`src/rtl/ksa_pkg.sv`:
```
// ---------------------------------------------------------------------------
// ksa_pkg
//   Shared definitions for the RC4 key-scheduling engine:
//     - ksa_state_e : FSM state encodings (4-bit, values fixed so that
//                     waveforms and external debug tools can decode them)
//     - KEY_BYTES   : number of key bytes cycled through by the schedule
//     - key_byte()  : picks key byte K[i mod 3] out of the packed 24-bit key
// ---------------------------------------------------------------------------
package ksa_pkg;

  localparam int KEY_BYTES = 3;
  localparam int DATA_W    = 8;
  localparam int ADDR_W    = 8;
  localparam int KEY_W     = KEY_BYTES * DATA_W;

  typedef enum logic [3:0] {
    ST_IDLE   = 4'd0,
    ST_RDI1   = 4'd1,
    ST_RDI2   = 4'd2,
    ST_CALCJ  = 4'd3,
    ST_RDJ1   = 4'd4,
    ST_RDJ2   = 4'd5,
    ST_WRTI1  = 4'd6,
    ST_WRTI2  = 4'd7,
    ST_WRTJ1  = 4'd8,
    ST_WRTJ2  = 4'd9,
    ST_INCREI = 4'd10,
    ST_LOOP   = 4'd11,
    ST_START  = 4'd12
  } ksa_state_e;

  // Key byte for iteration idx. K0 is the most significant byte of the key.
  function automatic logic [DATA_W-1:0] key_byte(input logic [KEY_W-1:0]  key,
                                                 input logic [ADDR_W-1:0] idx);
    logic [1:0] sel;
    sel = 2'(idx % 8'(KEY_BYTES));
    case (sel)
      2'd0:    key_byte = key[23:16];
      2'd1:    key_byte = key[15:8];
      default: key_byte = key[7:0];
    endcase
  endfunction

endpackage

```
`src/rtl/ksa.sv`:
```
// ---------------------------------------------------------------------------
// ksa
//   RC4 key-scheduling engine. Walks i = 0..255 over a 256x8 state array S
//   held in an external single-port memory (already initialised to S[k]=k),
//   computing j = j + S[i] + K[i mod 3] and swapping S[i] and S[j].
//   Every iteration takes 11 cycles: read S[i], compute j, read S[j],
//   write S[i], write S[j], advance i.
//
// Ports
//   clk     : rising-edge clock
//   rst     : synchronous, active-high reset (aborts a run, returns to IDLE)
//   en      : start request, only looked at in IDLE
//   rdy     : high while idle / able to accept en
//   key     : 24-bit key, K0 = key[23:16], K1 = key[15:8], K2 = key[7:0]
//   addr    : registered memory address
//   rddata  : memory read data for the address presented by addr
//   wrdata  : registered memory write data
//   wren    : registered write strobe, memory writes on the closing edge
// ---------------------------------------------------------------------------
module ksa
  import ksa_pkg::*;
(
  input  logic              clk,
  input  logic              rst,
  input  logic              en,
  output logic              rdy,
  input  logic [KEY_W-1:0]  key,
  output logic [ADDR_W-1:0] addr,
  input  logic [DATA_W-1:0] rddata,
  output logic [DATA_W-1:0] wrdata,
  output logic              wren
);

  ksa_state_e        state_q,   state_d;
  logic [ADDR_W-1:0] count_i_q, count_i_d;
  logic [ADDR_W-1:0] count_j_q, count_j_d;
  logic [DATA_W-1:0] tmp_si_q,  tmp_si_d;
  logic [DATA_W-1:0] tmp_sj_q,  tmp_sj_d;
  logic [ADDR_W-1:0] addr_q,    addr_d;
  logic [DATA_W-1:0] wrdata_q,  wrdata_d;
  logic              wren_q,    wren_d;
  logic              rdy_q,     rdy_d;

  // -------------------------------------------------------------------------
  // State register. All outputs come straight from flops, so the combinational
  // block below computes the value each output must carry in the *next* state.
  // -------------------------------------------------------------------------
  // NOTE: sequential state uses non-blocking (<=) so every flop samples the
  // pre-edge values of the others; blocking here would create ordering races.
  always_ff @(posedge clk) begin
    if (rst) begin
      state_q   <= ST_IDLE;
      count_i_q <= '0;
      count_j_q <= '0;
      tmp_si_q  <= '0;
      tmp_sj_q  <= '0;
      addr_q    <= '0;
      wrdata_q  <= '0;
      wren_q    <= 1'b0;
      rdy_q     <= 1'b1;
    end else begin
      state_q   <= state_d;
      count_i_q <= count_i_d;
      count_j_q <= count_j_d;
      tmp_si_q  <= tmp_si_d;
      tmp_sj_q  <= tmp_sj_d;
      addr_q    <= addr_d;
      wrdata_q  <= wrdata_d;
      wren_q    <= wren_d;
      rdy_q     <= rdy_d;
    end
  end

  // -------------------------------------------------------------------------
  // Next-state and next-output logic.
  // -------------------------------------------------------------------------
  // NOTE: every signal gets a default before the case statement so no path
  // leaves a variable unassigned, which would otherwise infer a latch.
  always_comb begin
    state_d   = state_q;
    count_i_d = count_i_q;
    count_j_d = count_j_q;
    tmp_si_d  = tmp_si_q;
    tmp_sj_d  = tmp_sj_q;
    addr_d    = addr_q;
    wrdata_d  = wrdata_q;
    wren_d    = 1'b0;
    rdy_d     = 1'b0;

    case (state_q)
      ST_IDLE: begin
        rdy_d    = 1'b1;
        addr_d   = '0;
        wrdata_d = '0;
        if (en) begin
          state_d = ST_START;
        end
      end

      ST_START: begin
        // First read of S[i] goes out on the next cycle.
        state_d = ST_RDI1;
        addr_d  = count_i_q;
      end

      ST_RDI1: begin
        state_d = ST_RDI2;
        addr_d  = count_i_q;
      end

      ST_RDI2: begin
        // rddata is S[i] for the address held over RDI1/RDI2.
        state_d   = ST_CALCJ;
        addr_d    = count_i_q;
        tmp_si_d  = rddata;
        count_j_d = count_j_q + rddata + key_byte(key, count_i_q);
      end

      ST_CALCJ: begin
        state_d = ST_RDJ1;
        addr_d  = count_j_q;
      end

      ST_RDJ1: begin
        state_d = ST_RDJ2;
        addr_d  = count_j_q;
      end

      ST_RDJ2: begin
        // S[j] lands in tmp_sj and is also the value written back to S[i];
        // rddata is used directly because tmp_sj only updates on this edge.
        state_d  = ST_WRTI1;
        tmp_sj_d = rddata;
        addr_d   = count_i_q;
        wrdata_d = rddata;
      end

      ST_WRTI1: begin
        state_d  = ST_WRTI2;
        addr_d   = count_i_q;
        wrdata_d = tmp_sj_q;
        wren_d   = 1'b1;
      end

      ST_WRTI2: begin
        state_d  = ST_WRTJ1;
        addr_d   = count_j_q;
        wrdata_d = tmp_si_q;
      end

      ST_WRTJ1: begin
        state_d  = ST_WRTJ2;
        addr_d   = count_j_q;
        wrdata_d = tmp_si_q;
        wren_d   = 1'b1;
      end

      ST_WRTJ2: begin
        // When i == j the two writes hit the same location with the same
        // value (tmp_si == tmp_sj), so the swap degenerates to a no-op.
        state_d  = ST_INCREI;
        addr_d   = '0;
        wrdata_d = '0;
      end

      ST_INCREI: begin
        state_d   = ST_LOOP;
        count_i_d = count_i_q + 8'd1;
      end

      ST_LOOP: begin
        // count_i wraps to 0 only after the i = 255 iteration completes.
        if (count_i_q == '0) begin
          state_d   = ST_IDLE;
          count_j_d = '0;
          rdy_d     = 1'b1;
        end else begin
          state_d = ST_RDI1;
          addr_d  = count_i_q;
        end
      end

      default: begin
        state_d   = ST_IDLE;
        count_i_d = '0;
        count_j_d = '0;
        addr_d    = '0;
        wrdata_d  = '0;
        rdy_d     = 1'b1;
      end
    endcase

    // Entering START keeps rdy high for that one cycle.
    if (state_d == ST_START) begin
      rdy_d = 1'b1;
    end
  end

  assign addr   = addr_q;
  assign wrdata = wrdata_q;
  assign wren   = wren_q;
  assign rdy    = rdy_q;

endmodule

```
`config.mk`:
```
export PLATFORM = sky130hd
export DESIGN_NAME = ksa
export DESIGN_NICKNAME = d
export VERILOG_FILES = /design/src/rtl/ksa_pkg.sv /design/src/rtl/ksa.sv
export SDC_FILE = /design/constraint.sdc
export NUM_CORES = 1
export LEC_CHECK = 0
export CORE_MARGIN = 5
export CORE_UTILIZATION = 45
export CTS_CLUSTER_SIZE = 14
export DETAILED_ROUTE_END_ITERATION = 10
export PLACE_DENSITY = 0.68
export SLEW_MARGIN = 20
export SYNTH_ARGS = -nofsm -noshare
export SYNTH_HDL_FRONTEND = slang
export SYNTH_SLANG_ARGS = --single-unit
```
`constraint.sdc`:
```
create_clock -name clk -period 7.75 [get_ports clk]
set_clock_uncertainty 0.15 [all_clocks]
set_input_delay 1.55 -clock clk [delete_from_list [all_inputs] [get_ports clk]]
set_output_delay 1.55 -clock clk [all_outputs]
set_load 0.02 [all_outputs]
```
* Yosys cells after proc, flatten, opt, wreduce, memory -nomap -nowiden
Cells that the tools add are included.
** Operators by class
- Add/sub/neg operators :: 3
- Divide/modulo/power cells :: 1
- Eq/ne operators :: 16
- Muxes and demuxes :: 14
- Bitwise logic cells :: 2
- Reduce and logical (&&, ||, !) cells :: 14
** Operators by type and width (count)
- 8-bit case mux with 4 select lines :: 2
- 4-bit case mux with 13 select lines :: 1
- 8-bit case mux with 2 select lines :: 2
- 4-bit equality test (second input constant) :: 6
- 8-bit 2-to-1 mux :: 3
- 8-bit case mux with 3 select lines :: 1
- 11-bit OR reduction :: 2
- 8-bit adder :: 2
- 4-bit by 3-bit equality test with 1-bit output (second input constant) :: 4
- 12-bit OR reduction :: 1
- 8-bit by 1-bit adder with 8-bit output (second input constant) :: 1
- 4-bit by 2-bit equality test with 1-bit output (second input constant) :: 2
- 8-bit zero test :: 1
- 8-bit by 2-bit modulo with 8-bit output (second input constant) :: 1
- 7-bit OR reduction :: 1
- 2-bit OR reduction :: 3
- 5-bit OR reduction :: 1
- 4-bit by 1-bit equality test with 1-bit output (second input constant) :: 1
- 4-bit zero test :: 1
- 4-bit 2-to-1 mux :: 1
- 2-bit inequality test (second input constant) :: 2
- 2-bit AND reduction :: 2
- 4-bit OR reduction :: 1
- 1-bit 2-to-1 mux :: 3
- 4 further kinds :: 5
** Storage, ports and cells
- Register bits :: 54
- Output and inout bits :: 18
- Word-level logic and storage cells :: 59

* Logic depth before layout (Yosys ltp)
Gate-level depths: netlist (run 1).
- Word-level depth :: 6
- Mapped depth :: 29
- Depth with buffers taken out :: 26

* Worst setup path after synthesis (run 1)
No wires, ideal clock.
- Path type :: reg-to-reg
- Start point :: reg count_i_q[3]
- End point :: reg count_j_q[7]
- Arrival :: 5800 ps
- Data required time :: 7504 ps
- Slack :: 1704 ps
- Stages on the path, launching flop included :: 29
- Buffers on the path :: 3
- Period minus slack after synthesis :: 6046 ps
- Cells stage by stage :: dfxtp_1 -> buf_2 -> buf_2 -> o211ai_1 -> a22oi_1 -> nand2_1 -> ha_1 -> or3_4 -> or3_4 -> and2_1 -> ha_1 -> inv_1 -> o211ai_1 -> o21ai_1 -> and2_1 -> buf_2 -> a31oi_1 -> fa_1 -> ha_1 -> inv_1 -> fa_1 -> nor2b_1 -> o21ai_0 -> a21oi_1 -> o21ai_0 -> and3_1 -> or2_2 -> and4_4 -> o41ai_2
** On the way
- Longest elaborated chain between the ends :: 6
- Elaborated cells on any way between the ends :: 10
** Ends and longest elaborated chain
- start: declaration :: line ksa.sv:35 : logic [ADDR_W-1:0] count_i_q, count_i_d;
- start signal: assignment :: line ksa.sv:63 : count_i_q <= count_i_d;
- 8-bit by 2-bit modulo with 8-bit output :: line ksa_pkg.sv:36 : sel = 2'(idx % 8'(KEY_BYTES));
- 2-bit by 1-bit equality test with 1-bit output / 2-bit zero test (equally long branches) :: line ksa_pkg.sv:37 : case (sel)
- 8-bit case mux with 2 select lines :: line ksa_pkg.sv:37
- 8-bit 2-to-1 mux :: line ksa.sv:90 : case (state_q)
- 8-bit adder :: line ksa.sv:116 : count_j_d = count_j_q + rddata + key_byte(key, count_i_q);
- 8-bit case mux with 3 select lines :: line ksa.sv:90
- end signal: assignment :: line ksa.sv:64 : count_j_q <= count_j_d;
- end: declaration :: line ksa.sv:36 : logic [ADDR_W-1:0] count_j_q, count_j_d;
Several ways; a longest one is shown, not always the timed one. The select of a mux whose other input is x is not followed.
A chain may end at the register's enable or synchronous reset.

* Worst setup path after layout (run 1)
Ends and elaborated chain as after synthesis.

==> results of run 1 <==
==> area by class of cell <==
class | count | area (sq um)
clock buffer | 5 | 68.8
clock inverter | 3 | 21.3
fill | 741 | 3540
inverter | 18 | 67.6
multi-input combinational | 362 | 2290
sequential | 54 | 1080
tap | 102 | 128
timing repair buffer | 53 | 528
==> cell families (layout without fill, tap and decap cells) <==
kind of cell / after synthesis / after routing / synth area share, %
DFF: 54 / 54 / 30.2
muxes: 2 / 2 / 0.559
buffers and inverters: 47 / 79 / 5.76
and+or+nand+nor: 173 / 173 / 23.2
adders and majority gates: 23 / 23 / 9.71
AOI/OAI and AO/OA: 149 / 149 / 26.7
xor gates and xnor gates: 15 / 15 / 3.88
==> Yosys cell counts (3+ instances only) <==
| cell | count | area share [%] |
|---|---|---|
| nor2_1 | 57 | 6.0 |
| dfxtp_1 | 54 | 30 |
| a21oi_1 | 49 | 6.8 |
| nand2_1 | 49 | 5.1 |
| o21ai_0 | 27 | 3.8 |
| clkbuf_1 | 19 | 2.0 |
| inv_1 | 17 | 1.8 |
| ha_1 | 15 | 5.2 |
| nand3_1 | 15 | 2.1 |
| a22oi_1 | 11 | 2.3 |
| nor3_1 | 10 | 1.4 |
| a211oi_1 | 9 | 1.9 |
| a31oi_1 | 9 | 1.6 |
| a21o_1 | 8 | 1.7 |
| a222oi_1 | 8 | 2.2 |
| fa_1 | 8 | 4.5 |
| xor2_1 | 8 | 2.0 |
| nand3b_1 | 7 | 1.5 |
| xnor2_1 | 6 | 1.5 |
| and2_1 | 5 | 0.87 |
| nor2b_1 | 5 | 0.87 |
| o21ai_1 | 5 | 0.70 |
| buf_2 | 3 | 0.42 |
| buf_4 | 3 | 0.63 |
| nand2b_1 | 3 | 0.52 |
| nand4_1 | 3 | 0.52 |
| nor4_1 | 3 | 0.52 |
| o211ai_1 | 3 | 0.63 |
| or3b_2 | 3 | 0.73 |
==> power breakdown <==
| group | total [mW] | internal (mW) | switching, mW |
|---|---|---|---|
| Clock | 0.158 | 0.0637 | 0.0943 |
| Combinational | 0.511 | 0.198 | 0.312 |
| Sequential | 0.340 | 0.303 | 0.0377 |
==> worst max-delay path, delay by kind of cell, from the launching register on <==
kind	cells	cell delay [ps]
and+or+nand+nor	10	2500
buffers and inverters	2	130
DFF	1	740
AOI/OAI and AO/OA	9	1850
adders and majority gates	5	1470
==> worst paths after layout <==
path | to | startpoint
worst max-delay path | count_j_q[7] | count_i_q[3]
worst min-delay path | tmp_sj_q[2] | tmp_sj_q[2]
worst max register to register | count_j_q[7] | count_i_q[3]
worst min register to register | tmp_sj_q[2] | tmp_sj_q[2]
==> state kept, by name, indices dropped and copies added, names as in the netlist <==
register   flops
addr           8
count_i_q      8
count_j_q      8
rdy            1
state_q        4
tmp_si_q       8
tmp_sj_q       8
wrdata         8
wren           1
==> metal layers <==
metal / wire length (microns) / global-route usage, % / vias to the layer above
li1: - / - / 1732
met1: 4170 / 24.4 / 1566
met2: 4300 / 29.8 / 58
met3: 302 / 2.45 / 2
met4: 26 / 2.63 / 0
met5: 0 / 0 / -
==> metrics by stage <==
step                      cell area [sq um]  power [mW]  instances
after global placement                 4100       0.845        589
after detailed placement               4100       0.852        589
final                                  4190        1.01        597
after global routing                   4190        1.10        597
after floorplan                        3580       0.731        463
after CTS                              4190        1.01        597
==> results.py, run 1 <==
metrics = {
    "run_status": {
        "status": "finished clean",
    },
    "worst_setup_path": {
        "rr_worst_depth": 26,
        "crit_path_max_fanout": 19,
        "path_class": "reg -> reg",
        "cpMostUsedCell": "ha_1",
        "cp_slowest_cell": "dfxtp_1",
        "arrival_ps": 6990,
        "critPathCaptureType": "register",
        "slowest_delay_ps": 740,
        "cp.required_ps": 7820,
        "worst-r2r-setup-slack_ps": 830,
        "start_kind": "register",
    },
    "clock_tree": {
        "cts_tree": "yes",
        "clock_latency_ps": 300,
        "clock_sinks": 54,
        "clk_pin_slew_worst_paths_ps": 100,
        "postCtsSetupBuffers": 0,
        "cts_max_path_buffers": 2,
        "cts-htree-levels": 2,
        "cts_resized": 0,
        "root_buffer": "clkbuf_8",
        "hold_buffers": 0,
        "cts_made_buffers": 5,
    },
    "layout": {
        "post-route-util_pct": 54.2,
        "drive_gt1_share_pct": 4.04,
        "synthToLayoutAreaGrowth_pct": 16.9,
        "nNetsFinal": 552,
        "antenna_cells": 0,
        "final_common_cell": "nor2_1",
        "final_cell_mix": "nor2_1, dfxtp_1, clkdlybuf4s50_1",
    },
    "sta": {
        "rsz0062_at_grt": "false",
        "worst_slew_pin_slew_ps": 1050,
        "timing.final.ws_setup_ps": 826,
        "fmax_mhz": 144,
        "maxSlewHeadroom_pct": 29.9,
        "holdWs_ps": 309,
        "finalSetupViolCount": 0,
        "slew_violations": 0,
        "period_needed_ps": 6920,
        "tns_ps": 0,
        "hold_viol": 0,
        "finalCritPeriodShare_pct": 89.3,
    },
    "floorplan": {
        "dieArea_sq_mm": 0.00984,
        "die_y_microns": 99.2,
        "io_pins": 53,
        "core_sq_mm": 0.00773,
        "start_util_pct": 46.4,
        "placementRows": 32,
        "die_w_microns": 99.2,
    },
    "synth": {
        "synthesis.nets": 521,
        "yosys_warnings": 0,
        "avgSynthCellArea_sq_um": 7.74,
        "syn_inst": 463,
        "synth-edff-count": 0,
        "seq_area_frac_synth_pct": 30.2,
        "synth_seq_cells": 54,
        "ys_async_sr_fraction_pct": 0,
        "synth.distinct_cells": 57,
        "synth_area_sq_mm": 0.00358,
        "synthFlopType": "dfxtp_1",
    },
    "min_path": {
        "hold_path_depth": 2,
        "hp-class": "reg -> reg",
    },
    "detailed_routing": {
        "ant_nets": 0,
        "drt_wl_total_microns": 8800,
        "avgViaCountPerCell": 5.62,
        "via_count": 3358,
        "first_pass_iters": 5,
        "drc": 0,
        "wl_per_cell_microns": 14.7,
        "drt-initial-drc-count": 199,
    },
    "power_and_ir_drop": {
        "power_density_mw_per_mm2": 241,
        "p_leak_nw": 1.49,
        "ir_drop_v": 0.000115,
    },
    "global_routing": {
        "antenna_found_initial": 0,
        "grt_usage_pct": 17.6,
        "grt_pass1_wl_microns": 14600,
        "grt.overflow.total": 0,
        "grt_pass1_vias": 3117,
        "grt_max_degree": 46,
    },
    "placed_design": {
        "gp_routability_congestion": 0.898,
        "place_ws_ps": 937,
        "io_buffers": 52,
        "post-dp-hpwl_microns": 6680,
    },
    "flow_run": {
        "cap_violations": 0,
    },
}
(Power assumes the default switching activity.)
==> inputs of run 2 (changes only) <==
--- a/config.mk
+++ b/config.mk
@@ -5,6 +5,7 @@
 export SDC_FILE = /design/constraint.sdc
 export NUM_CORES = 1
 export LEC_CHECK = 0
+export CORE_ASPECT_RATIO = 2
 export CORE_MARGIN = 5
 export CORE_UTILIZATION = 45
 export CTS_CLUSTER_SIZE = 14
==> results.py, run 2 (same netlist as run 1, synthesis figures left out) <==
metrics = {
    "detailed_routing": {
        "wl_per_cell_microns": 16.7,
        "first_pass_iters": 7,
        "drt-initial-drc-count": 205,
        "ant_nets": 0,
        "drt_wl_total_microns": 9910,
        "drc": 0,
        "via_count": 3488,
        "avgViaCountPerCell": 5.89,
    },
    "worst_setup_path": {
        "r2r-end": "count_j_q[7]",
        "start_kind": "register",
        "worst-r2r-setup-slack_ps": 820,
        "worst-path-buf-inv": 2,
        "slowest_delay_ps": 730,
        "cpMostUsedCell": "ha_1",
        "reg2reg_from": "count_i_q[3]",
        "crit_path_max_fanout": 19,
        "rr_worst_depth": 26,
        "arrival_ps": 6980,
        "path_class": "reg -> reg",
        "cp_slowest_cell": "dfxtp_1",
        "path_delay_family": "simple AND/OR/NAND/NOR gates",
        "cp.required_ps": 7810,
        "critPathCaptureType": "register",
    },
    "floorplan": {
        "dieArea_sq_mm": 0.00995,
        "placementRows": 46,
        "io_pins": 53,
        "core_sq_mm": 0.00789,
        "start_util_pct": 45.4,
        "die_y_microns": 136,
        "die_w_microns": 73.1,
    },
    "layout": {
        "seqCellArea_sq_mm": 0.00108,
        "drive_gt1_share_pct": 4.23,
        "final_common_cell": "nor2_1",
        "final_cell_mix": "nor2_1, dfxtp_1, clkdlybuf4s50_1",
        "synthToLayoutAreaGrowth_pct": 19.3,
        "multi_input_area_sq_mm": 0.00229,
        "nNetsFinal": 553,
        "fill_cells": 760,
        "antenna_cells": 0,
    },
    "global_routing": {
        "grt_usage_pct": 20.4,
        "grt_pass1_vias": 3470,
        "grt_max_degree": 46,
        "antenna_found_initial": 0,
        "grt.overflow.total": 0,
        "grt_pass1_wl_microns": 16000,
    },
    "min_path": {
        "hp-class": "reg -> reg",
        "worstHoldStart": "tmp_sj_q[0]",
        "hold_path_depth": 2,
        "hold-path-endpoint": "tmp_sj_q[0]",
    },
    "sta": {
        "tns_ps": 0,
        "hold_viol": 0,
        "finalCritPeriodShare_pct": 89.4,
        "slew_violations": 0,
        "fmax_mhz": 144,
        "period_needed_ps": 6930,
        "worst_slew_pin_slew_ps": 693,
        "holdWs_ps": 307,
        "finalSetupViolCount": 0,
        "timing.final.ws_setup_ps": 822,
        "rsz0062_at_grt": "false",
        "maxSlewHeadroom_pct": 53.5,
    },
    "clock_tree": {
        "cts-htree-levels": 2,
        "root_buffer": "clkbuf_16",
        "cts_resized": 0,
        "cts_made_buffers": 5,
        "cts_max_path_buffers": 2,
        "hold_buffers": 0,
        "clock_latency_ps": 300,
        "clk_pin_slew_worst_paths_ps": 80,
        "clock_sinks": 54,
        "cts_tree": "yes",
        "postCtsSetupBuffers": 0,
    },
    "placed_design": {
        "gp_routability_congestion": 0.866,
        "io_buffers": 52,
        "post-dp-hpwl_microns": 7700,
        "place_ws_ps": 964,
    },
    "power_and_ir_drop": {
        "power_density_mw_per_mm2": 264,
        "p_leak_nw": 1.53,
        "ir_drop_v": 0.000198,
    },
    "flow_run": {
        "cap_violations": 0,
    },
    "run_status": {
        "status": "finished clean",
    },
}
-- run 2: power breakdown --
group          internal (mW)  leakage (nW)  switching (mW)  total (mW)
registers              0.303         0.436          0.0373       0.340
clock network          0.155        0.0819           0.108       0.263
logic                  0.201          1.01           0.325       0.526
-- run 2: metrics by stage --
stage	utilization [%]	area, sq um	instances	power [mW]
detailed placement	52.0	4100	584	0.867
finish	54.2	4270	592	1.13
global placement	52.0	4100	584	0.855
floorplan	-	3580	463	0.731
CTS	54.2	4270	592	1.14
global route	54.2	4270	592	1.22
-- run 2: worst max path at each step --
stage	slack, ps	cells after the start	endpoint	startpoint
floorplan	1700	28	count_j_q[7]	count_i_q[3]
global placement	1220	26	count_j_q[7]	count_i_q[3]
detailed placement	960	26	count_j_q[7]	count_i_q[4]
CTS	910	26	count_j_q[7]	count_i_q[3]
global route	480	26	count_j_q[7]	count_i_q[3]
finish	820	26	count_j_q[7]	count_i_q[3]
-- run 2: cell type report --
class                           instances  area share (%)
Sequential cell                        54            25.3
Timing Repair Buffer                   54            12.5
Clock buffer                            5            2.93
Clock inverter                          3            1.14
Multi-Input combinational cell        362            53.7
Inverter                               18            1.58
Tap cell                               96            2.81
-- run 2: worst register-to-register path, cell delays in order, from the launching register on --
cell and delay [ps]:
dfxtp_1 730, or3b_2 260, a31oi_1 100, a22oi_1 250, nand2_1 140, ha_1 270, or3_4 420, or3_4 360
and2_1 170, ha_1 170, inv_1 70, o211ai_1 160, o21ai_1 450, and2_1 330, a31oi_1 140, fa_1 500
ha_1 190, inv_1 60, fa_1 370, nor2b_1 160, o21ai_0 120, a21oi_1 190, o21ai_0 120, and3_1 200
or2_2 290, and4_4 170, o41ai_2 310
-- run 2: per-layer routing --
metal | vias up | share of wire [%] | global-route usage, % | routed length, microns
met5 | - | 0 | 0 | 0
li1 | 1730 | - | - | -
met1 | 1642 | 34 | 20.2 | 3390
met4 | 0 | 3.9 | 11.5 | 384
met3 | 26 | 3.3 | 2.74 | 323
met2 | 90 | 59 | 38.8 | 5810
==> inputs of run 3 (changes only) <==
--- a/config.mk
+++ b/config.mk
@@ -5,6 +5,7 @@
 export SDC_FILE = /design/constraint.sdc
 export NUM_CORES = 1
 export LEC_CHECK = 0
+export CAP_MARGIN = 40
 export CORE_ASPECT_RATIO = 2
 export CORE_MARGIN = 5
 export CORE_UTILIZATION = 45
==> results of run 3 <==
No change in the layout: final DEF, timing and power equal those of run 2.
